===== src/rtl/uart_mon_pkg.sv =====
// Shared constants for the UART receive monitor: CRC-32 parameters and display source encodings.
package uart_mon_pkg;

   localparam logic [31:0] CRC32_POLY = 32'hEDB88320;
   localparam logic [31:0] CRC32_INIT = 32'hFFFF_FFFF;

   typedef enum logic [1:0] {
      DISP_CNT    = 2'd0,
      DISP_CRC_LO = 2'd1,
      DISP_CRC_HI = 2'd2,
      DISP_STAT   = 2'd3
   } disp_mode_t;

endpackage


===== src/rtl/crc32_byte.sv =====
// Combinational CRC-32 (reflected) next state for one byte; zero latency, no flow control.
module crc32_byte
   import uart_mon_pkg::*;
(
   input  logic [31:0] state,
   input  logic [7:0]  data,
   output logic [31:0] next_state
);

   logic [31:0] c;

   always_comb begin
      c = state ^ {24'd0, data};
      for (int i = 0; i < 8; i++) begin
         c = c[0] ? ((c >> 1) ^ CRC32_POLY) : (c >> 1);
      end
      next_state = c;
   end

endmodule


===== src/rtl/uart_rx_monitor.sv =====
// UART receive monitor: byte/error statistics, checksum, FWFT receive FIFO and 7-segment feed.
// Define UART_RX_MONITOR_CRC_EN for CRC-32 on crc_o; otherwise crc_o carries a running XOR.
module uart_rx_monitor
   import uart_mon_pkg::*;
#(
   parameter int CNT_W      = 20,
   parameter int FIFO_DEPTH = 16,
   parameter int DISP_W     = 24,
   parameter int REFRESH_W  = 16
) (
   input  logic              clk,
   input  logic              rst_n,
   input  logic              rx_valid,
   input  logic [7:0]        rx_data,
   input  logic              rx_frame_err,
   input  logic              clr,
   input  logic [1:0]        disp_mode,
   input  logic              rd_en,
   output logic [7:0]        rd_data,
   output logic              fifo_empty,
   output logic              fifo_full,
   output logic              ovf,
   output logic [CNT_W-1:0]  byte_cnt,
   output logic [7:0]        ferr_cnt,
   output logic [31:0]       crc_o,
   output logic [DISP_W-1:0] disp_data,
   output logic              disp_wen,
   output logic              disp_base
);

   localparam int AW = $clog2(FIFO_DEPTH);

   logic              good, push, pop;
   logic [AW:0]       wr_ptr, rd_ptr, level;
   logic [7:0]        mem [FIFO_DEPTH];
   logic [7:0]        last_byte;
   logic [REFRESH_W-1:0] refresh_cnt;
   logic [1:0]        mode_q;
   logic [DISP_W-1:0] disp_nxt;
   logic [63:0]       cnt_ext, stat_ext;

   assign good       = rx_valid & ~rx_frame_err;
   assign level      = wr_ptr - rd_ptr;
   assign fifo_empty = (level == '0);
   assign fifo_full  = (level == (AW+1)'(FIFO_DEPTH));
   assign pop        = rd_en & ~fifo_empty;
   // A same-cycle pop frees the slot, so a full FIFO still accepts the byte.
   assign push       = good & (~fifo_full | pop);
   assign rd_data    = fifo_empty ? 8'd0 : mem[rd_ptr[AW-1:0]];

   always_ff @(posedge clk or negedge rst_n) begin
      if (!rst_n) begin
         wr_ptr    <= '0;
         rd_ptr    <= '0;
         ovf       <= 1'b0;
         byte_cnt  <= '0;
         ferr_cnt  <= '0;
         last_byte <= '0;
      end else if (clr) begin
         wr_ptr    <= '0;
         rd_ptr    <= '0;
         ovf       <= 1'b0;
         byte_cnt  <= '0;
         ferr_cnt  <= '0;
         last_byte <= '0;
      end else begin
         if (pop)
            rd_ptr <= rd_ptr + (AW+1)'(1);
         if (push)
            wr_ptr <= wr_ptr + (AW+1)'(1);
         if (good && !push)
            ovf <= 1'b1;
         if (good) begin
            last_byte <= rx_data;
            if (byte_cnt != '1)
               byte_cnt <= byte_cnt + CNT_W'(1);
         end
         if (rx_valid && rx_frame_err && ferr_cnt != 8'hFF)
            ferr_cnt <= ferr_cnt + 8'd1;
      end
   end

   always_ff @(posedge clk) begin
      if (push && !clr)
         mem[wr_ptr[AW-1:0]] <= rx_data;
   end

`ifdef UART_RX_MONITOR_CRC_EN
   logic [31:0] crc_state, crc_next;

   crc32_byte u_crc (
      .state      (crc_state),
      .data       (rx_data),
      .next_state (crc_next)
   );

   always_ff @(posedge clk or negedge rst_n) begin
      if (!rst_n)
         crc_state <= CRC32_INIT;
      else if (clr)
         crc_state <= CRC32_INIT;
      else if (good)
         crc_state <= crc_next;
   end

   assign crc_o = ~crc_state;
`else
   logic [7:0] xor_q;

   always_ff @(posedge clk or negedge rst_n) begin
      if (!rst_n)
         xor_q <= '0;
      else if (clr)
         xor_q <= '0;
      else if (good)
         xor_q <= xor_q ^ rx_data;
   end

   assign crc_o = {24'd0, xor_q};
`endif

   assign cnt_ext  = 64'(byte_cnt);
   assign stat_ext = 64'({ferr_cnt, last_byte, level});

   always_comb begin
      disp_nxt = '0;
      case (disp_mode_t'(disp_mode))
         DISP_CNT:    disp_nxt = cnt_ext[DISP_W-1:0];
         DISP_CRC_LO: disp_nxt = crc_o[DISP_W-1:0];
         DISP_CRC_HI: disp_nxt = crc_o[31 -: DISP_W];
         DISP_STAT:   disp_nxt = stat_ext[DISP_W-1:0];
         default:     disp_nxt = '0;
      endcase
   end

   // Counter reads 0 now means it reads 1 next cycle, aligning the pulse with count 1.
   always_ff @(posedge clk or negedge rst_n) begin
      if (!rst_n) begin
         refresh_cnt <= '0;
         mode_q      <= DISP_CNT;
         disp_data   <= '0;
         disp_wen    <= 1'b0;
         disp_base   <= 1'b1;
      end else begin
         refresh_cnt <= refresh_cnt + REFRESH_W'(1);
         mode_q      <= disp_mode;
         disp_data   <= disp_nxt;
         disp_wen    <= (refresh_cnt == '0) || (disp_mode != mode_q);
         disp_base   <= (disp_mode == DISP_CNT);
      end
   end

endmodule


===== config.mk =====
export PLATFORM = sky130hd
export DESIGN_NAME = uart_rx_monitor
export DESIGN_NICKNAME = d
export VERILOG_FILES = /design/src/rtl/uart_mon_pkg.sv /design/src/rtl/crc32_byte.sv /design/src/rtl/uart_rx_monitor.sv
export SDC_FILE = /design/constraint.sdc
export NUM_CORES = 1
export LEC_CHECK = 0
export ABC_CLOCK_PERIOD_IN_PS = 9000
export BUFFER_PORTS_ARGS = -buffer_cell sky130_fd_sc_hd__buf_4
export CORE_ASPECT_RATIO = 0.8
export CORE_UTILIZATION = 63
export DETAILED_ROUTE_END_ITERATION = 12
export HOLD_SLACK_MARGIN = 0.03
export PLACE_DENSITY_LB_ADDON = 0.1
export REMOVE_ABC_BUFFERS = 1
export SLEW_MARGIN = 20
export SYNTH_ARGS = -nofsm -noshare
export SYNTH_HDL_FRONTEND = slang
export SYNTH_HIERARCHICAL = 1
export SYNTH_SLANG_ARGS = --single-unit

===== constraint.sdc =====
create_clock -name clk -period 9 [get_ports clk]
set_input_delay 0.45 -clock clk [delete_from_list [all_inputs] [get_ports clk]]
set_output_delay 0.45 -clock clk [all_outputs]
set_load 0.03 [all_outputs]

# == Yosys cells after proc, flatten, opt, wreduce, memory -nomap -nowiden ==
# Memories as Yosys holds them, arrays and structs flattened.
# Cells that the tools add are included.
# totals
regBits,99
latch_bits,0
ramBits,128
mem_bits_ro,0
word_cells,70
n_memories,1
# classes
addsub,6
n_mul,0
div_mod_pow,0
magnitude_cmp,0
eq_ne,7
n_shift,0
muxes,19
bitwise,8
n_reduce_logical,17
# memory_table
memory,words,width,rd,rd_ports_with_merged_regs,wr,line_no,text
mem,16,8,1,0,1,uart_rx_monitor.sv:35,logic [7:0] mem [FIFO_DEPTH];
# ops
operator,count
24-bit case mux with 4 select lines,1
20-bit 2-to-1 mux,3
8-bit 2-to-1 mux,7
"20-bit by 1-bit adder with 20-bit output, second input constant",1
5-bit 2-to-1 mux,4
"20-bit != test, second input constant",1
"16-bit by 1-bit adder with 16-bit output, second input constant",1
16-bit zero test,1
2-bit nonzero test,6
"5-bit by 1-bit adder with 5-bit output, second input constant",2
"8-bit by 1-bit adder with 8-bit output, second input constant",1
"8-bit != test, second input constant",1
8-bit XOR,1
"5-bit equality test, second input constant",1
5-bit zero test,1
5-bit subtractor,1
"2-bit equality test, second input constant",2
1-bit logical AND,4
1-bit 2-to-1 mux,4
1-bit AND,3
1-bit NOT,3
"2-bit by 1-bit equality test with 1-bit output, second input constant",1
1-bit zero test,2
2-bit zero test,1
4 further kinds,4

# == Depth between registers and ports, before layout ==
# Gate-level depths: netlist (run 1).
# depth
ltp_word,10
depth_mapped,11
ltp_nobuf,9

# == Least setup slack after synthesis (run 1) ==
# Ideal clock, no wire load.
# synth_timing
path_type,register to register
start,register rd_ptr[2]
end,memory mem[0][0] (enable)
setup_ps,395
t_arrival_ps,2924
required_ps,8605
setup_slack_ps,5681
path_stages_with_launch,10
synth_period_minus_slack_ps,3319
path_cell_list,dfrtp_1 > clkbuf_1 > inv_1 > ha_1 > xnor2_1 > nor3b_2 > mux2i_2 > o31ai_4 > buf_6 > nor4_1
# synth_via
elab_chain_cells,9
word_cells_on_any_way,11
cone_classes,add/sub: 1; eq/ne: 1; mux: 2; bitwise: 5; reduce/logical: 2
# synth_rtl
element,line_no,text
"start, declared",uart_rx_monitor.sv:34,"logic [AW:0] wr_ptr, rd_ptr, level;"
"start signal, assigned",uart_rx_monitor.sv:68,rd_ptr <= rd_ptr + (AW+1)'(1);
5-bit subtractor *,uart_rx_monitor.sv:43,assign level = wr_ptr - rd_ptr;
5-bit zero test,uart_rx_monitor.sv:44,assign fifo_empty = (level == '0);
1-bit NOT,uart_rx_monitor.sv:46,assign pop = rd_en & ~fifo_empty;
1-bit AND,uart_rx_monitor.sv:46,
1-bit bitwise OR *,uart_rx_monitor.sv:48,assign push = good & (~fifo_full | pop);
1-bit AND *,uart_rx_monitor.sv:48,
1-bit logical AND *,uart_rx_monitor.sv:84,if (push && !clr)
1-bit 2-to-1 mux *,uart_rx_monitor.sv:84,
1-bit 2-to-1 mux (implied by the code) *,uart_rx_monitor.sv:85,mem[wr_ptr[AW-1:0]] <= rx_data;
"end, declared",uart_rx_monitor.sv:35,
# Every way passes the cells marked *; elsewhere a longest branch is shown, timed or not.

# == Worst setup path in the final report (run 1) ==
# layout_timing
start,register rd_ptr[0]
end,output rd_data[3]
# layout_via
elab_chain_cells,3
word_cells_on_any_way,4
cone_classes,add/sub: 1; mux: 1; reduce/logical: 1; memory: 1
# layout_rtl
element,line_no,text
5-bit subtractor,uart_rx_monitor.sv:43,
5-bit zero test,uart_rx_monitor.sv:44,
8-bit 2-to-1 mux *,uart_rx_monitor.sv:49,assign rd_data = fifo_empty ? 8'd0 : mem[rd_ptr[AW-1:0]];
"end, declared",uart_rx_monitor.sv:19,"output logic [7:0] rd_data,"
# Marks and branches as above.

==> qor.yml, run 1 <==
floorplanning:
  die_w_um: 141
  io_pins: 113
  num_rows: 40
  dieArea_mm2: 0.0159
  die_h_um: 113
  initial_utilization_pct: 64.5
  core_area_mm2: 0.0150
yosys:
  synth_cells: 659
  avgSynthCellArea_um2: 14.7
  synth_top_cell_by_area: "edfxtp_1"
  synth-seq-area-share_pct: 64.5
  synth_ff_type: "edfxtp_1"
  async_flop_share_pct: 42.9
  synth-seq-cells: 224
  yosys.cell_types.count: 51
  syn-cell-area_mm2: 0.00968
  synth_top_area_share_pct: 39.7
  yosysWarnings: 6
  synth_area_leaders: "edfxtp_1 40%, dfrtp_1 25%, mux4_2 9.3%, xor2_1 2.8%, nor2_1 2.4%"
  synth_edf_count: 128
place:
  port_buffers: 85
  placed_cell_area_mm2: 0.0104
  place.gp.congestion: 0.901
  dp_hpwl_mm: 13.9
cts:
  cts_buffers: 22
  cts.path.max_buffers: 3
  cts-htree-levels: 1
  cts_tree: "built"
  cts_hold_buf: 1
  cts.clk_slew.worst_paths_ns: 0.06
  cts.sinks: 224
  cts_setup_buffers: 0
  clk_latency_ns: 0.51
  cts_resized: 0
  cts-root-buf: "clkbuf_16"
setup_path:
  crit_top_cell: "buf_4"
  crit_arrival_ns: 3.56
  crit_path_end_kind: "output port"
  crit_chain: "buf_4 -> ha_1 -> fa_1 -> nand2b_1 -> a21oi_1 -> xnor2_1 -> nor2_1 -> nor2b_1 -> buf_4"
  cp_slowest_cell: "nor2_1"
  max_stage_delay_ns: 0.71
  criticalPathCategory: "register to output port"
  critPathTopFamily: "simple AND/OR/NAND/NOR gates"
  worstPathRequired_ns: 8.55
  critPathLaunchType: "register"
  crit_buf_inv: 2
  worstPathMaxFanout: 36
sta:
  slew_headroom_pct: 26.2
  setup_violations: 0
  fin_tns_setup_ns: 0
  period_needed_ns: 4.01
  finalCritPeriodShare_pct: 44.6
  fin_hold_ws_ns: 0.180
  finalClockSkew_ns: 0.0140
  drv_slew: 0
  hold_viol_final: 0
  worst_slew_pin_slew_ns: 1.10
  fmax_ghz: 0.249
  grt_setup_unrepaired: "no"
detailed_routing:
  drc: 0
  via_per_inst: 6.15
  vias: 5875
  drt-total-wl_mm: 21.5
  wl_per_cell_um: 22.5
  drtIter0Drc: 583
  ant_nets: 0
  first_pass_iters: 5
pwr:
  vdd_drop_max_v: 0.000152
  p_per_area_mw_per_mm2: 233
  comb_power_share_pct: 21.7
  p_int_uw: 1860
  power_frac_seq_pct: 43.2
  p_leak_uw: 0.00441
  p_clk_share_pct: 35.1
  switching_share_pct: 28.4
  netSwitchingPower_uw: 735
global_route:
  grt_pass1_vias: 5716
  track_usage_pct: 28.1
  grt_pass1_wl_mm: 33.0
  antenna_found_initial: 0
  overflow: 0
  grt_max_degree: 80
layout:
  layout-drive-gt1-share_pct: 24.2
  fin_nets: 780
  final_common_cell: "edfxtp_1"
  post-route-cell-area_mm2: 0.0111
  layout_common_cells: "128 x edfxtp_1, 94 x dfrtp_1, 93 x buf_4"
  syn2layout_area_growth_pct: 15.0
outcome:
  status: "complete, no violations"
worst_hold_path:
  hold_path.class: "input pin to register"
flow_run:
  drv_cap: 0
kinds of logic after synthesis:
kind of cell	share of synthesized area, %
other	0.0387
multiplexers	10.9
adder cells (fa/ha/maj)	1.89
XOR/XNOR	4.88
AO/OA/AOI/OAI	4.21
flip-flops	64.5
buffers and inverters	3.98
AND/OR/NAND/NOR	9.60
synth_stat cells (2+ instances only):
master,number
clkbuf_1,14
buf_1,6
nand2b_1,4
nand2_1,38
a21oi_1,18
dfrtp_1,95
or3_1,7
inv_1,11
edfxtp_1,128
nand3_1,20
nor2_1,62
nor2b_1,9
xor2_1,31
nand4_1,12
and4_1,2
buf_6,4
o21ai_0,10
buf_4,28
buf_2,2
mux2i_1,7
a31oi_1,2
ha_1,13
mux4_2,40
mux2_2,6
xnor2_1,23
a22o_1,20
nor3_1,9
nor4_1,7
and3_1,9
stage by stage:
stage	setup slack, ns	util (%)	power, µW	std cells
2_1_floorplan	4.77	-	1510	631
5_1_grt	4.71	74.1	2680	954
3_5_place_dp	5.20	69.1	1700	913
3_3_place_gp	5.38	69.1	1690	913
6_report	4.99	74.2	2590	955
4_1_cts	4.97	73.9	2600	953
area by class of cell:
| class | instances | area [µm²] |
|---|---|---|
| Antenna cell | 1 | 2.50 |
| Clock buffer | 26 | 587 |
| Clock inverter | 13 | 123 |
| Fill cell | 925 | 3880 |
| Inverter | 12 | 45.0 |
| Multi-Input combinational cell | 395 | 3160 |
| Sequential cell | 224 | 6250 |
| Tap cell | 189 | 236 |
| Timing Repair Buffer | 95 | 736 |
final timing paths:
path / from / to / slack [ns] / cells past startpoint
min in group asynchronous: rst_n / refresh_cnt[8]$_DFF_PN0_ / 0.34 / 2
worst max-delay path: rd_ptr[0]$_DFFE_PN0P_ / rd_data[3] / 4.99 / 9
worst min register to register: refresh_cnt[15]$_DFF_PN0_ / refresh_cnt[15]$_DFF_PN0_ / 0.49 / 1
worst min-delay path: disp_mode[0] / mode_q[0]$_DFF_PN0_ / 0.18 / 1
max in group asynchronous: rst_n / wr_ptr[3]$_DFFE_PN0P_ / 7.72 / 4
worst max register to register: rd_ptr[0]$_DFFE_PN0P_ / mem[7][0]$_DFFE_PP_ / 5.14 / 9
power by group through the flow:
stage | sequential, µW | combinational, µW | clock, µW
floorplan | 1190 | 322 | 0
global placement | 1140 | 547 | 0
detailed placement | 1140 | 558 | 0
CTS | 1120 | 561 | 918
global route | 1120 | 599 | 961
finish | 1120 | 563 | 910
state kept, by name (all words and copies together), names as in the netlist:
register,cells
rd_ptr,5
disp_base,1
mem,128
xor_q,8
refresh_cnt,16
mode_q,2
disp_wen,1
byte_cnt,20
disp_data,21
ferr_cnt,8
ovf,1
last_byte,8
wr_ptr,5
worst register-to-register path: stages (launching register included):
cell and delay, ns:
dfrtp_2 0.38, buf_4 0.31, ha_1 0.33, fa_1 0.42, xnor2_1 0.31, nor3b_2 0.10, mux2i_2 0.39, o31ai_4 0.24
or3b_4 0.50, nor2_1 0.51
metal layers:
layer	track usage (%)	part of all wire, %	wire [µm]	vias up
li1	-	-	-	2568
met1	43.0	43	9250	2952
met2	40.7	45	9590	309
met3	6.81	9.7	2100	46
met4	7.97	2.8	597	0
met5	0	0	0	-
(Power assumes the default switching activity.)
==> inputs of run 2 (changes only) <==
--- a/config.mk
+++ b/config.mk
@@ -5,10 +5,10 @@
 export SDC_FILE = /design/constraint.sdc
 export NUM_CORES = 1
 export LEC_CHECK = 0
-export ABC_CLOCK_PERIOD_IN_PS = 9000
+export ABC_CLOCK_PERIOD_IN_PS = 4000
 export BUFFER_PORTS_ARGS = -buffer_cell sky130_fd_sc_hd__buf_4
 export CORE_ASPECT_RATIO = 0.8
-export CORE_UTILIZATION = 63
+export CORE_UTILIZATION = 58
 export DETAILED_ROUTE_END_ITERATION = 12
 export HOLD_SLACK_MARGIN = 0.03
 export PLACE_DENSITY_LB_ADDON = 0.1
==> constraint.sdc (replaced) <==
create_clock -name clk -period 4 [get_ports clk]
set_input_delay 0.2 -clock clk [delete_from_list [all_inputs] [get_ports clk]]
set_output_delay 0.2 -clock clk [all_outputs]
set_load 0.03 [all_outputs]
==> run 2 against run 1 <==
  * Power grew 130%
  * Sequential share of layout area shrank 0.36 points
  * Worst hold slack lost 0.12 ns
  * Cell count grew 3.6%
  * Routed wire length shrank 2.6%
  * Register-to-register slack lost 4.7 ns
  * Critical path type is now register to register
==> qor.yml, run 2 (same netlist as run 1, synthesis figures left out) <==
outcome:
  status: "complete, no violations"  # unchanged
sta:
  fin_hold_ws_ns: 0.0620  # was 0.180 ns
  setup_violations: 0  # unchanged
  worst_slew_pin_slew_ns: 0.842  # was 1.10 ns
  grt_setup_unrepaired: "no"  # unchanged
  fmax_ghz: 0.285
  drv_slew: 0  # unchanged
  period_needed_ns: 3.51
  hold_viol_final: 0  # unchanged
  finalClockSkew_ns: 0.0117  # was 0.0140 ns
  slew_headroom_pct: 43.9  # was 26.2%
  finalCritPeriodShare_pct: 87.8
  fin_tns_setup_ns: 0  # unchanged
setup_path:
  worstPathMaxFanout: 18  # was 36
  crit_buf_inv: 1  # was 2
  max_stage_delay_ns: 0.53  # was 0.71 ns
  crit_arrival_ns: 3.64  # was 3.56 ns
  worstPathRequired_ns: 4.13  # was 8.55 ns
  crit_chain: "inv_1 -> ha_1 -> fa_1 -> xnor2_1 -> nor3b_2 -> mux2i_2 -> o31ai_4 -> or3b_4 -> nor2_1"  # was buf_4 -> ha_1 -> fa_1 -> nand2b_1 -> a21oi_1 -> xnor2_1 -> nor2_1 -> nor2b_1 -> buf_4
  crit_path_end_kind: "register"  # was output port
  critPathTopFamily: "simple AND/OR/NAND/NOR gates"  # unchanged
  criticalPathCategory: "register to register"  # was register to output port
  critPathLaunchType: "register"  # unchanged
  cp_slowest_cell: "nor2_1"  # unchanged
pwr:
  vdd_drop_max_v: 0.000260  # was 0.000152 V
  p_leak_uw: 0.00445  # was 0.00441 µW
  p_per_area_mw_per_mm2: 522  # was 233 mW/mm²
detailed_routing:
  wl_met2_mm: 9.49  # was 9.59 mm
  wl_per_cell_um: 21.2  # was 22.5 µm
  via_per_inst: 5.77  # was 6.15
  vias: 5706  # was 5875
  top_layer: "met5"  # was met4
  wl_met3_mm: 1.54  # was 2.10 mm
  ant_nets: 0  # unchanged
  first_pass_iters: 4  # was 5
  drt-total-wl_mm: 21.0  # was 21.5 mm
  wl_met1_mm: 9.60  # was 9.25 mm
  drtIter0Drc: 608  # was 583
  drc: 0  # unchanged
floorplanning:
  io_pins: 113  # unchanged
  initial_utilization_pct: 60.3  # was 64.5%
  die_w_um: 146  # was 141 µm
  die_h_um: 118  # was 113 µm
  dieArea_mm2: 0.0172  # was 0.0159 mm²
  core_area_mm2: 0.0161  # was 0.0150 mm²
  num_rows: 41  # was 40
global_route:
  overflow: 0  # unchanged
  track_usage_pct: 25.4  # was 28.1%
  grt_max_degree: 66  # was 80
  antenna_found_initial: 1  # was 0
  grt_pass1_wl_mm: 33.1  # was 33.0 mm
  grt_pass1_vias: 5653  # was 5716
layout:
  final_common_cell: "edfxtp_1"  # unchanged
  multi_input_area_mm2: 0.00315  # was 0.00316 mm²
  fin_util_pct: 69.8  # was 74.2%
  regArea_mm2: 0.00625  # unchanged
  layout-drive-gt1-share_pct: 24.3  # was 24.2%
  layout_common_cells: "128 x edfxtp_1, 100 x buf_4, 94 x dfrtp_1"  # was 128 x edfxtp_1, 94 x dfrtp_1, 93 x buf_4
  largest_register_ffs: 128  # unchanged
  antenna-diode-count: 0  # was 1
  syn2layout_area_growth_pct: 15.8  # was 15.0%
  fin_nets: 788  # was 780
  fill_cells: 1091  # was 925
cts:
  cts_tree: "built"  # unchanged
  clk_latency_ns: 0.50  # was 0.51 ns
  cts.sinks: 224  # unchanged
  cts.path.max_buffers: 3  # unchanged
  cts.clk_slew.worst_paths_ns: 0.06  # about the same
  cts_resized: 0  # unchanged
  cts_buffers: 22  # unchanged
  cts-root-buf: "clkbuf_16"  # unchanged
  cts-htree-levels: 1  # unchanged
place:
  place.gp.congestion: 0.834  # was 0.901
  port_buffers: 85  # unchanged
  dp_hpwl_mm: 13.9  # about the same
worst_hold_path:
  hold_path.class: "input pin to register"  # unchanged
flow_run:
  drv_cap: 0  # unchanged
-- run 2: cell count changes in the layout (fill, tap and decap cells not counted) --
| cell | previous run | this run |
|---|---|---|
| inv_6 | 2 | 0 |
| clkbuf_1 | 3 | 5 |
| clkinvlp_2 | 1 | 0 |
| buf_16 | 1 | 0 |
| nor3_2 | 3 | 1 |
| clkbuf_8 | 0 | 1 |
| nor3_1 | 7 | 9 |
| clkinv_4 | 0 | 1 |
| dlygate4sd3_1 | 1 | 3 |
| diode_2 | 1 | 0 |
| buf_4 | 93 | 100 |
-- run 2: path summary, 6_finish.rpt --
path	start	endpoint	slack, ns	depth (start not counted)
worst max register to register	wr_ptr[0]$_DFFE_PN0P_	mem[6][3]$_DFFE_PP_	0.49	9
worst max-delay path	wr_ptr[0]$_DFFE_PN0P_	mem[6][3]$_DFFE_PP_	0.49	9
min in group asynchronous	rst_n	refresh_cnt[2]$_DFF_PN0_	0.35	2
worst min register to register	refresh_cnt[0]$_DFF_PN0_	refresh_cnt[0]$_DFF_PN0_	0.49	1
max in group asynchronous	rst_n	disp_data[11]$_DFF_PN0_	2.72	3
worst min-delay path	rx_data[0]	mem[4][0]$_DFFE_PP_	0.06	1
-- run 2: layout make-up --
class / instances / share of cell area (%)
Clock inverter: 11 / 0.971
Multi-Input combinational cell: 395 / 28.1
Sequential cell: 224 / 55.8
Tap cell: 215 / 2.40
Clock buffer: 29 / 5.43
Inverter: 12 / 0.402
Timing Repair Buffer: 103 / 6.97
-- run 2: power by group --
part / switching [µW] / internal, µW
registers: 29.1 / 2490
clock network: 843 / 1200
logic: 771 / 512
total: 1640 / 4200
-- run 2: per-layer routing --
| metal | vias up | GRT usage [%] |
|---|---|---|
| met3 | 29 | 4.88 |
| met4 | 2 | 5.34 |
| met1 | 2872 | 39.2 |
| met5 | - | 0 |
| met2 | 234 | 37.8 |
| li1 | 2569 | - |
-- run 2: per-stage QoR --
| step | instance area (µm²) | total power [µW] | worst slack [ns] | std cells |
|---|---|---|---|---|
| floorplan | 9440 | 3410 | -0.229 | 631 |
| global placement | 10500 | 3840 | 0.708 | 946 |
| detailed placement | 10500 | 3860 | 0.525 | 946 |
| CTS | 11200 | 5880 | 0.490 | 989 |
| global route | 11200 | 6050 | 0.255 | 989 |
| finish | 11200 | 5850 | 0.490 | 989 |
-- run 2: repair_timing --
action | 4_1_cts | 5_1_grt
hold buffers | 3 | 0
endpoints found under the hold margin | 65 | 0
endpoints found under the setup margin | 0 | 0
setup buffers | 0 | 0
